`src/rtl/gene_attractor_det.sv`:
```
// Records a gene-network state trajectory and reports transient length, cycle length and attractor state on the first repeat.
// done follows the closing sample by 1 cycle (cycle_len+1 with GENE_ATTR_MIN_EN); samples are taken only while in_rdy is high.
module gene_attractor_det #(
   parameter int DEPTH = 16,
   parameter int CW    = $clog2(DEPTH + 1)
) (
   input  logic          clk,
   input  logic          rst_n,
   input  logic          start,
   input  logic          state_vld,
   input  logic [7:0]    state_in,
   output logic          in_rdy,
   output logic          done,
   output logic          found,
   output logic          overflow,
   output logic [CW-1:0] transient_len,
   output logic [CW-1:0] cycle_len,
   output logic [7:0]    attr_state,
   output logic [7:0]    attr_min
);

   localparam int AW = (DEPTH > 1) ? $clog2(DEPTH) : 1;
   localparam logic [CW-1:0] ONE  = CW'(1);
   localparam logic [CW-1:0] FULL = CW'(DEPTH);

   typedef enum logic [1:0] {IDLE, RUN, SCAN, DONE} st_t;

   st_t           st;
   logic [7:0]    hist [DEPTH];
   logic [CW-1:0] count;
   logic          accept;
   logic          match;
   logic [CW-1:0] match_idx;
   logic          wr_en;
`ifdef GENE_ATTR_MIN_EN
   logic [CW-1:0] scan_idx;
`endif

   assign accept = state_vld & in_rdy;
   assign wr_en  = accept & ~match & (count != FULL);

   // Only entries below count are live; stale history from an earlier run never matches.
   always_comb begin
      match     = 1'b0;
      match_idx = '0;
      for (int i = 0; i < DEPTH; i++) begin
         if ((CW'(i) < count) && (hist[i] == state_in)) begin
            match     = 1'b1;
            match_idx = CW'(i);
         end
      end
   end

   always_ff @(posedge clk) begin
      if (wr_en)
         hist[count[AW-1:0]] <= state_in;
   end

   always_ff @(posedge clk) begin
      if (!rst_n) begin
         st            <= IDLE;
         count         <= '0;
         in_rdy        <= 1'b0;
         done          <= 1'b0;
         found         <= 1'b0;
         overflow      <= 1'b0;
         transient_len <= '0;
         cycle_len     <= '0;
         attr_state    <= '0;
         attr_min      <= '0;
`ifdef GENE_ATTR_MIN_EN
         scan_idx      <= '0;
`endif
      end else begin
         case (st)
            IDLE, DONE: begin
               if (start) begin
                  st            <= RUN;
                  count         <= '0;
                  in_rdy        <= 1'b1;
                  done          <= 1'b0;
                  found         <= 1'b0;
                  overflow      <= 1'b0;
                  transient_len <= '0;
                  cycle_len     <= '0;
                  attr_state    <= '0;
                  attr_min      <= '0;
               end
            end
            RUN: begin
               if (accept) begin
                  if (match) begin
                     found         <= 1'b1;
                     transient_len <= match_idx;
                     cycle_len     <= count - match_idx;
                     attr_state    <= state_in;
                     attr_min      <= state_in;
                     in_rdy        <= 1'b0;
`ifdef GENE_ATTR_MIN_EN
                     st            <= SCAN;
                     scan_idx      <= match_idx;
`else
                     st            <= DONE;
                     done          <= 1'b1;
`endif
                  end else if (count == FULL) begin
                     overflow <= 1'b1;
                     in_rdy   <= 1'b0;
                     done     <= 1'b1;
                     st       <= DONE;
                  end else begin
                     count <= count + ONE;
                  end
               end
            end
`ifdef GENE_ATTR_MIN_EN
            // One cycle entry per clock; the minimum is a rotation-invariant label.
            SCAN: begin
               if (hist[scan_idx[AW-1:0]] < attr_min)
                  attr_min <= hist[scan_idx[AW-1:0]];
               if (scan_idx == count - ONE) begin
                  st   <= DONE;
                  done <= 1'b1;
               end else begin
                  scan_idx <= scan_idx + ONE;
               end
            end
`endif
            default: st <= IDLE;
         endcase
      end
   end

endmodule
```
`config.mk`:
```
export PLATFORM = sky130hd
export DESIGN_NAME = gene_attractor_det
export DESIGN_NICKNAME = d
export VERILOG_FILES = /design/src/rtl/gene_attractor_det.sv
export SDC_FILE = /design/constraint.sdc
export NUM_CORES = 1
export LEC_CHECK = 0
export CAP_MARGIN = 10
export CORE_AREA = 2 2 162 124
export DETAILED_ROUTE_END_ITERATION = 7
export DIE_AREA = 0 0 164 126
export GPL_TIMING_DRIVEN = 0
export PLACE_DENSITY = 0.53
export SLEW_MARGIN = 40
export SYNTH_ARGS = -nofsm -noshare
export SYNTH_HDL_FRONTEND = slang
export SYNTH_SLANG_ARGS = --single-unit
```
`constraint.sdc`:
```
create_clock -name clk -period 4.2 [get_ports clk]
set_input_delay 1.05 -clock clk [delete_from_list [all_inputs] [get_ports clk]]
set_output_delay 1.05 -clock clk [all_outputs]
set_load 0.01 [all_outputs]
```
==> results of run 1 <==
-- path summary, 6_finish.rpt --
check,depth (start not counted),to
setup / recovery,12,hist[4][4]
hold / removal,2,cycle_len[2]
setup reg to reg,9,hist[4][4]
hold reg to reg,2,cycle_len[2]
-- cell usage in the layout (no fill, tap or decap), types with 3 or more instances in the layout --
cell type | synthesis | routed
buf_4 | 9 | 16
a31oi_1 | 5 | 5
inv_6 | 0 | 3
xnor2_2 | 4 | 4
a21oi_1 | 13 | 12
buf_2 | 6 | 6
clkdlybuf4s50_1 | 0 | 32
inv_1 | 34 | 34
nand2_1 | 27 | 27
nor3_1 | 15 | 10
dfxtp_1 | 28 | 28
xor2_1 | 77 | 77
nand3_1 | 20 | 19
nand4_1 | 18 | 18
buf_6 | 18 | 18
nor2b_1 | 4 | 4
clkbuf_16 | 0 | 17
nor2_2 | 0 | 8
edfxtp_1 | 128 | 128
nand2b_1 | 5 | 5
nor4_1 | 19 | 18
ha_1 | 10 | 10
nor2_1 | 27 | 18
o21ai_0 | 10 | 10
o22ai_1 | 15 | 15
xnor2_1 | 50 | 50
clkbuf_1 | 7 | 7
and2_1 | 4 | 4
nor3_2 | 0 | 4
inv_8 | 0 | 3
o211ai_1 | 6 | 6
-- flip-flops by register name, summed over array words and instances, names as in the netlist --
| signal | flops |
|---|---|
| st | 2 |
| cycle_len | 5 |
| done | 1 |
| count | 5 |
| in_rdy | 1 |
| found | 1 |
| overflow | 1 |
| transient_len | 4 |
| attr_min | 8 |
| hist | 128 |
-- repair_timing --
item / in CTS / in global routing
setup endpoints to repair: 149 / 125
gates cloned: 0 / 0
setup buffers: 0 / 1
gates resized for setup: 24 / 15
hold buffers: 0 / 0
hold endpoints to repair: 0 / 0
pin swaps: 0 / 1
-- metal layers --
layer  track usage (%)  routed length [µm]  vias to the layer above
li1                  -                   -                     2257
met1              27.8                9090                     2376
met2              27.6                8040                      145
met3              4.41                1050                       17
met4              4.54                 211                        0
met5                 0                   0                        -
-- per-stage QoR --
| stage | TNS, ps | instance area [µm²] |
|---|---|---|
| detailed placement | -155160 | 8220 |
| finish | 0 | 8850 |
| CTS | 0 | 8790 |
| global route | -3290 | 8850 |
| global placement | -173110 | 8220 |
| floorplan | 0 | 7510 |
-- logic make-up (layout without fill, tap and decap cells) --
logic type | after synthesis | in the layout | share of synthesized area (%)
fa+ha+maj | 11 | 11 | 1.93
mux | 2 | 2 | 0.267
flops | 156 | 156 | 58.7
xor+xnor | 131 | 131 | 15.7
buf+inv | 74 | 147 | 6.05
simple gates | 153 | 153 | 11.1
compound gates | 69 | 69 | 6.30
other cells | 1 | 1 | 0.0500
-- cell type report --
cell class	instances	area share (%)
Sequential cell	156	49.8
Multi-Input combinational cell	367	30.8
Clock buffer	17	4.81
Timing Repair Buffer	41	4.38
Buffer	40	3.69
Tap cell	253	3.58
Clock inverter	15	1.58
Inverter	34	1.44
-- cells in the mapped netlist, types with 4 or more instances --
cell type	count
clkbuf_1	7
o211ai_1	6
nor2_1	27
dfxtp_1	28
buf_2	6
xor2_1	77
nand2_1	27
buf_6	18
nor2b_1	4
o22ai_1	15
edfxtp_1	128
nand4_1	18
a31oi_1	5
nor4_1	19
xnor2_2	4
a21oi_1	13
ha_1	10
inv_1	34
o21ai_0	10
and2_1	4
nand2b_1	5
buf_4	9
nor3_1	15
nand3_1	20
xnor2_1	50
-- power groups by stage --
stage,Clock (mW),Sequential [mW],Combinational (mW)
5_1_grt,1.59,1.73,0.430
6_report,1.49,1.73,0.390
4_1_cts,1.51,1.73,0.389
3_3_place_gp,0,1.76,0.384
2_1_floorplan,0,1.76,0.250
3_5_place_dp,0,1.76,0.386
-- worst max-delay path: cells and delay by family --
kind	cells	cell delay [ps]
compound gates	1	70
xor+xnor	1	170
buf+inv	5	1130
simple gates	5	1710
==> parameters.txt, run 1 <==
Parameter                              Value

Routing
  Total wire length after detailed routing    18400 µm
  Via-per-instance ratio    5.20
  Residual antenna-violating net count after detailed routing    0
  Detailed Routing Iterations Pass 1    4
  DRC    0
  Vias after detailed routing    4795
  Routed wire length per instance    19.9 µm
  First DRT Iteration DRCs    354

Finish
  # fillers    1675
  Count of nets after finishing    680
  Final standard cell utilization of the core    46.3%
  Share of cells above drive strength 1    15.2%
  Count of inserted antenna diode cells    0
  Non-filler instance count after layout    923
  Multi-input logic area    0.00272 mm²
  Sequential cell area    0.00440 mm²
  Syn-to-layout area delta    17.9%

Pwr
  Sequential share of power    47.8%
  Cell internal power dissipation    2.66 mW
  Switching part of the total power    26.3%
  Leakage component of the power    2.98 nW
  Total power    3.61 mW
  Portion of total power attributed to combinational logic    10.8%
  Peak supply drop    0.253 mV
  Power density of the placed cells    407 mW/mm²
  Clock share of power    41.3%
  Net switching power    0.949 mW

Clock network
  Number of buffers between clock root and the deepest sink    2
  Clock sinks    156
  Clock transition time at the flip-flop clock pins of the worst setup and hold paths    60 ps
  Root buffer selected by CTS    clkbuf_16
  Total number of H-tree levels    4
  Insertion delay of the later-clocked pin in the worst-skew pair    430 ps
  Number of CTS-inserted buffers    17
  TritonCTS clock tree    built

STA
  Unrepaired setup endpoints after global routing    yes
  Pins Over Slew Limit    0
  Worst hold slack    473 ps
  Post-Route Skew    10.3 ps
  Final worst path period share    97.5%
  Final setup viols    0
  Max frequency    244 MHz
  Slew Limit Headroom    53.8%
  Worst Setup Slack, final    103 ps
  Clock period minus final worst setup slack    4100 ps
  Hold violation total from the final report    0
  Tightest Pin Transition    693 ps

Critical path
  CP Data Arrival Time    4160 ps
  Setup slack on the worst flop-to-flop path    540 ps
  Crit path cell chain    buf_4, buf_6, buf_6, xor2_1, a21oi_1, nand4_1, and4_1, and2_1, buf_2, buf_2, nand4_1, nor2_1
  Start point of the critical path    state_in[0]
  Worst Setup Path Type    in2reg
  Worst r2r src    count[2]
  Top fanout value on the critical path    17
  Element type at the critical path end    register
  Slowest cell on crit path    nor2_1
  Endpoint required time on the critical path    4260 ps
  Critical Path Start Type    input pin
  Largest stage delay on the critical path    690 ps

Logic synthesis
  Cell area after synthesis    0.00751 mm²
  Main area contributors after synthesis    edfxtp_1 (51%), xor2_1 (9.0%), dfxtp_1 (7.5%)
  Synth Instances    597
  Share of the synthesized area in the top cell type    51.2%
  Most area-hungry cell type in the Yosys netlist    edfxtp_1
  Top FF cell, synth    edfxtp_1
  Post-synth net total    620
  Synth cell types    59
  Warnings from Yosys    0
  Proportion of synthesized flip-flops having asynchronous set or reset    0%
  Number of storage elements in the synthesis netlist    156
  Number of flops mapped to enable cells by yosys    128
  Avg Synthesized Cell Area    12.6 µm²
  Portion of the post-synthesis area used by sequential elements    58.7%

Global route
  Gr usage total    18.7%
  Largest net degree at the start of global routing    18
  Total global routing overflow    0
  Number of antenna violations at the first check in global routing    0
  Global-route wire length before repair    28300 µm
  Vias in the first global route    4730

Placed design
  RD Place Congestion    0.794
  Quantity of I/O buffers inserted on ports    40
  Total instance count after detailed placement    890
  HPWL reported at the end of detailed placement    12100 µm
  Worst setup timing slack at the placement stage    -1170 ps

Floorplanning
  Starting utilization of the core area    39.3%
  Number of core rows    44
  Core region area    0.0191 mm²
  Area of the die    0.0207 mm²
  Die Width    164 µm
  Total I/O pin count    42
  Die height    126 µm

Hold path
  Start point of the worst hold path    cycle_len[2]
  Path class of the lowest-slack min-delay path    reg2reg

Outcome
  Status    complete, no violations

Job
  Max-capacitance violation count    0
No activity file was read; power rests on OpenSTA's default activity.
==> inputs of run 2 (changes only) <==
Clock period 4.2 ns to 5.1 ns, I/O delays scaled along.
==> parameters.txt, run 2 (synthesis results as in run 1) <==
Parameter                              Value

Routing
  Via-per-instance ratio    5.21
  Routed wire length per instance    20.0 µm
  DRC    0
  Vias after detailed routing    4807
  Residual antenna-violating net count after detailed routing    0
  Total wire length after detailed routing    18400 µm
  Detailed Routing Iterations Pass 1    7
  First DRT Iteration DRCs    338

Clock network
  Clock transition time at the flip-flop clock pins of the worst setup and hold paths    60 ps
  Clock sinks    156
  Number of CTS-inserted buffers    17
  Root buffer selected by CTS    clkbuf_16
  Post CTS Setup Buffer Count    0
  Total number of H-tree levels    4
  TritonCTS clock tree    built
  Number of buffers between clock root and the deepest sink    2
  Insertion delay of the later-clocked pin in the worst-skew pair    430 ps

Critical path
  Endpoint required time on the critical path    5410 ps
  Critical Path Start Type    input pin
  Element type at the critical path end    register
  Worst Setup Path Type    in2reg
  Top fanout value on the critical path    17
  CP Data Arrival Time    4980 ps

Placed design
  Quantity of I/O buffers inserted on ports    40
  Total instance count after detailed placement    890
  Worst setup timing slack at the placement stage    -496 ps
  HPWL reported at the end of detailed placement    12100 µm
  RD Place Congestion    0.794
  DP Area    0.00822 mm²

Global route
  Global-route wire length before repair    28200 µm
  Gr usage total    18.7%
  Vias in the first global route    4725
  Largest net degree at the start of global routing    18
  Number of antenna violations at the first check in global routing    0
  Total global routing overflow    0

Pwr
  Sequential share of power    47.9%
  Portion of total power attributed to combinational logic    10.8%
  Switching part of the total power    26.3%
  Leakage component of the power    2.96 nW
  Peak supply drop    0.208 mV
  Clock share of power    41.3%
  Cell internal power dissipation    2.19 mW
  Total power    2.97 mW
  Net switching power    0.780 mW
  Power density of the placed cells    337 mW/mm²

STA
  Final worst path period share    91.7%
  Slew Limit Headroom    44.0%
  Tightest Pin Transition    839 ps
  Post-Route Skew    9.39 ps
  Worst hold slack    474 ps
  Pins Over Slew Limit    0
  Final setup viols    0
  Worst Setup Slack, final    424 ps
  Clock period minus final worst setup slack    4680 ps
  Setup TNS    0 ps
  Unrepaired setup endpoints after global routing    no
  Hold violation total from the final report    0
  Max frequency    214 MHz

Floorplanning
  Starting utilization of the core area    39.3%
  Area of the die    0.0207 mm²
  Total I/O pin count    42
  Die height    126 µm
  Die Width    164 µm
  Core region area    0.0191 mm²
  Number of core rows    44

Finish
  Area of all placed cells without fillers    0.00882 mm²
  Most frequent cells in the layout    edfxtp_1 (128), xor2_1 (77), xnor2_1 (50)
  Largest register FFs    128
  Non-filler instance count after layout    922
  Share of cells above drive strength 1    14.3%
  Final standard cell utilization of the core    46.2%
  Count of nets after finishing    679
  Syn-to-layout area delta    17.5%
  Commonest non-fill, non-tap cell in the layout    edfxtp_1
  Count of inserted antenna diode cells    0

Hold path
  Path class of the lowest-slack min-delay path    reg2reg

Job
  Max-capacitance violation count    0

Outcome
  Status    complete, no violations
## run 2: final cells by class
| class | instances | area [µm²] |
|---|---|---|
| repair buffers | 40 | 368 |
| inverters | 34 | 128 |
| clock inverters | 15 | 140 |
| clock buffers | 17 | 425 |
| plain buffers | 40 | 327 |
| fillers | 1682 | 10300 |
| flip-flops and latches | 156 | 4400 |
| multi-input cells | 367 | 2710 |
| well taps | 253 | 317 |
## run 2: what timing repair did
item,CTS,global route
hold buffers,0,0
gates resized for setup,3,12
pin swaps,0,0
endpoints found under the setup margin,35,130
## run 2: critical path: stages
cell and delay [ps]:
dlymetal6s2s_1 620, buf_6 270, buf_6 230, xor2_1 170, nor4_1 70, nand3_1 270
o311ai_0 220, o221ai_1 330, o21ai_0 220, inv_1 100, ha_1 130, inv_1 50
fa_1 400, a21o_1 200, a21oi_1 170, xnor2_1 150, o22ai_1 110
## run 2: final timing paths
check / startpoint / endpoint / slack, ps / depth (start not counted)
worst max-delay path: state_in[4] / cycle_len[4] / 420 / 17
worst min-delay path: cycle_len[1] / cycle_len[1] / 470 / 2
worst max register to register: count[1] / cycle_len[4] / 1440 / 15
worst min register to register: cycle_len[1] / cycle_len[1] / 470 / 2
## run 2: power by group through the flow
stage | clock [mW] | combinational (mW) | sequential [mW]
6_report | 1.23 | 0.320 | 1.42
5_1_grt | 1.31 | 0.354 | 1.42
4_1_cts | 1.24 | 0.320 | 1.42
3_5_place_dp | 0 | 0.318 | 1.45
3_3_place_gp | 0 | 0.317 | 1.45
2_1_floorplan | 0 | 0.206 | 1.45
## run 2: per-layer routing
metal / up-vias / GRT usage (%) / part of all wire, %
li1: 2255 / - / -
met1: 2376 / 27.9 / 49
met2: 158 / 27.5 / 44
met3: 18 / 4.41 / 5.9
met4: 0 / 4.54 / 1.4
met5: - / 0 / 0
==> inputs of run 3 (changes only) <==
Settings changed: CTS_CLUSTER_SIZE set to 8, SLEW_MARGIN 40 to not set.
==> parameters.txt, run 3 (synthesis results as in run 1) <==
Parameter                              Value

Outcome
  Status    complete, no violations

Clock network
  Clock sinks    156
  Total number of H-tree levels    4
  Root buffer selected by CTS    clkbuf_16
  Post CTS Setup Buffer Count    0
  Insertion delay of the later-clocked pin in the worst-skew pair    430 ps
  TritonCTS clock tree    built
  Number of buffers between clock root and the deepest sink    2
  Clock transition time at the flip-flop clock pins of the worst setup and hold paths    60 ps
  Number of CTS-inserted buffers    17

Floorplanning
  Total I/O pin count    42
  Number of core rows    44
  Starting utilization of the core area    39.3%
  Die Width    164 µm
  Area of the die    0.0207 mm²
  Core region area    0.0191 mm²
  Die height    126 µm

Finish
  Share of cells above drive strength 1    13.8%
  Commonest non-fill, non-tap cell in the layout    edfxtp_1
  Count of inserted antenna diode cells    0
  Final standard cell utilization of the core    46.1%
  Area of all placed cells without fillers    0.00881 mm²
  Syn-to-layout area delta    17.4%
  Count of nets after finishing    679
  Most frequent cells in the layout    edfxtp_1 (128), xor2_1 (77), xnor2_1 (50)
  Largest register FFs    128
  # fillers    1703

Critical path
  Critical path's top delay family    buffers and inverters
  Worst Setup Path Type    in2reg
  Top fanout value on the critical path    17
  Critical Path Start Type    input pin
  Largest stage delay on the critical path    790 ps
  CP Data Arrival Time    5190 ps
  WP buf/inv    5
  Endpoint required time on the critical path    5410 ps
  Slowest cell on crit path    dlygate4sd2_1
  Crit path cell chain    dlygate4sd2_1, buf_6, buf_6, xor2_1, nor4_1, nand3_1, o311ai_0, o221ai_1, o21ai_0, inv_1, ha_1, inv_1, fa_1, a21o_1, a21oi_1, xnor2_1, o22ai_1
  Element type at the critical path end    register

Pwr
  Switching part of the total power    26.1%
  Power density of the placed cells    336 mW/mm²
  Peak supply drop    0.164 mV
  Leakage component of the power    2.97 nW
  Cell internal power dissipation    2.19 mW
  Net switching power    0.775 mW
  Sequential share of power    47.9%
  Portion of total power attributed to combinational logic    10.9%
  Clock share of power    41.2%

Placed design
  DP Area    0.00822 mm²
  Worst setup timing slack at the placement stage    -847 ps
  HPWL reported at the end of detailed placement    12100 µm
  RD Place Congestion    0.794
  Quantity of I/O buffers inserted on ports    40

Global route
  Number of antenna violations at the first check in global routing    0
  Gr usage total    18.7%
  Vias in the first global route    4699
  Largest net degree at the start of global routing    18
  Total global routing overflow    0
  Global-route wire length before repair    28100 µm

Hold path
  Path class of the lowest-slack min-delay path    reg2reg

STA
  Slew Limit Headroom    39.5%
  Pins Over Slew Limit    0
  Worst Setup Slack, final    212 ps
  Final worst path period share    95.8%
  Tightest Pin Transition    908 ps
  Hold violation total from the final report    0
  Clock period minus final worst setup slack    4890 ps
  Unrepaired setup endpoints after global routing    no
  Worst hold slack    476 ps
  Final setup viols    0
  Post-Route Skew    10.3 ps
  Setup TNS    0 ps
  Max frequency    205 MHz

Routing
  Vias after detailed routing    4817
  Detailed Routing Iterations Pass 1    5
  First DRT Iteration DRCs    396
  Via-per-instance ratio    5.22
  Residual antenna-violating net count after detailed routing    0
  DRC    0
  Routed wire length per instance    19.8 µm
  Total wire length after detailed routing    18300 µm

Job
  Max-capacitance violation count    0
[run 3: cell type report]
type / count / area (µm²) / area share (%)
clock buffer: 18 / 429 / 4.87
timing repair buffer: 40 / 375 / 4.26
sequential: 156 / 4400 / 50.0
buffer: 40 / 327 / 3.70
tap: 253 / 317 / 3.59
inverter: 34 / 128 / 1.45
multi-input combinational: 367 / 2700 / 30.6
clock inverter: 14 / 136 / 1.55
[run 3: metrics by stage]
step           power (mW)  instances
3_3_place_gp         1.77        890
3_5_place_dp         1.77        890
5_1_grt              3.08        922
2_1_floorplan        1.65        597
6_report             2.96        922
4_1_cts              2.98        922
[run 3: timing repair]
item                                    CTS  global route
endpoints found under the setup margin  114           130
pin swaps                                 0             0
gates resized for setup                  12            19
hold buffers                              0             0
[run 3: worst reg2reg max path, stage by stage, from the launching register on]
cell and delay (ps):
dfxtp_1 400, buf_2 230, nor2_1 380, a211oi_1 160, nand3_1 300, o311ai_0 230
o221ai_1 330, o21ai_0 230, inv_1 100, ha_1 140, inv_1 60, fa_1 390
a21o_1 190, a21oi_1 180, xnor2_1 160, o22ai_1 110
[run 3: worst paths after layout]
kind | startpoint | end | slack, ps | cells after the start
setup / recovery | state_in[6] | cycle_len[4] | 210 | 17
hold / removal | cycle_len[1] | cycle_len[1] | 480 | 2
setup reg to reg | count[1] | cycle_len[4] | 1420 | 15
hold reg to reg | cycle_len[1] | cycle_len[1] | 480 | 2
[run 3: power by group through the flow]
stage	clock network [mW]	logic, mW	registers [mW]
2_1_floorplan	0	0.206	1.45
3_3_place_gp	0	0.317	1.45
3_5_place_dp	0	0.319	1.45
4_1_cts	1.24	0.321	1.42
5_1_grt	1.30	0.352	1.42
6_report	1.22	0.322	1.42
[run 3: metal layers]
layer  wire length [µm]  global-route usage (%)
met1               9000                    27.6
met2               8160                    28.0
met3                913                    3.79
met4                213                    4.85
met5                  0                       0
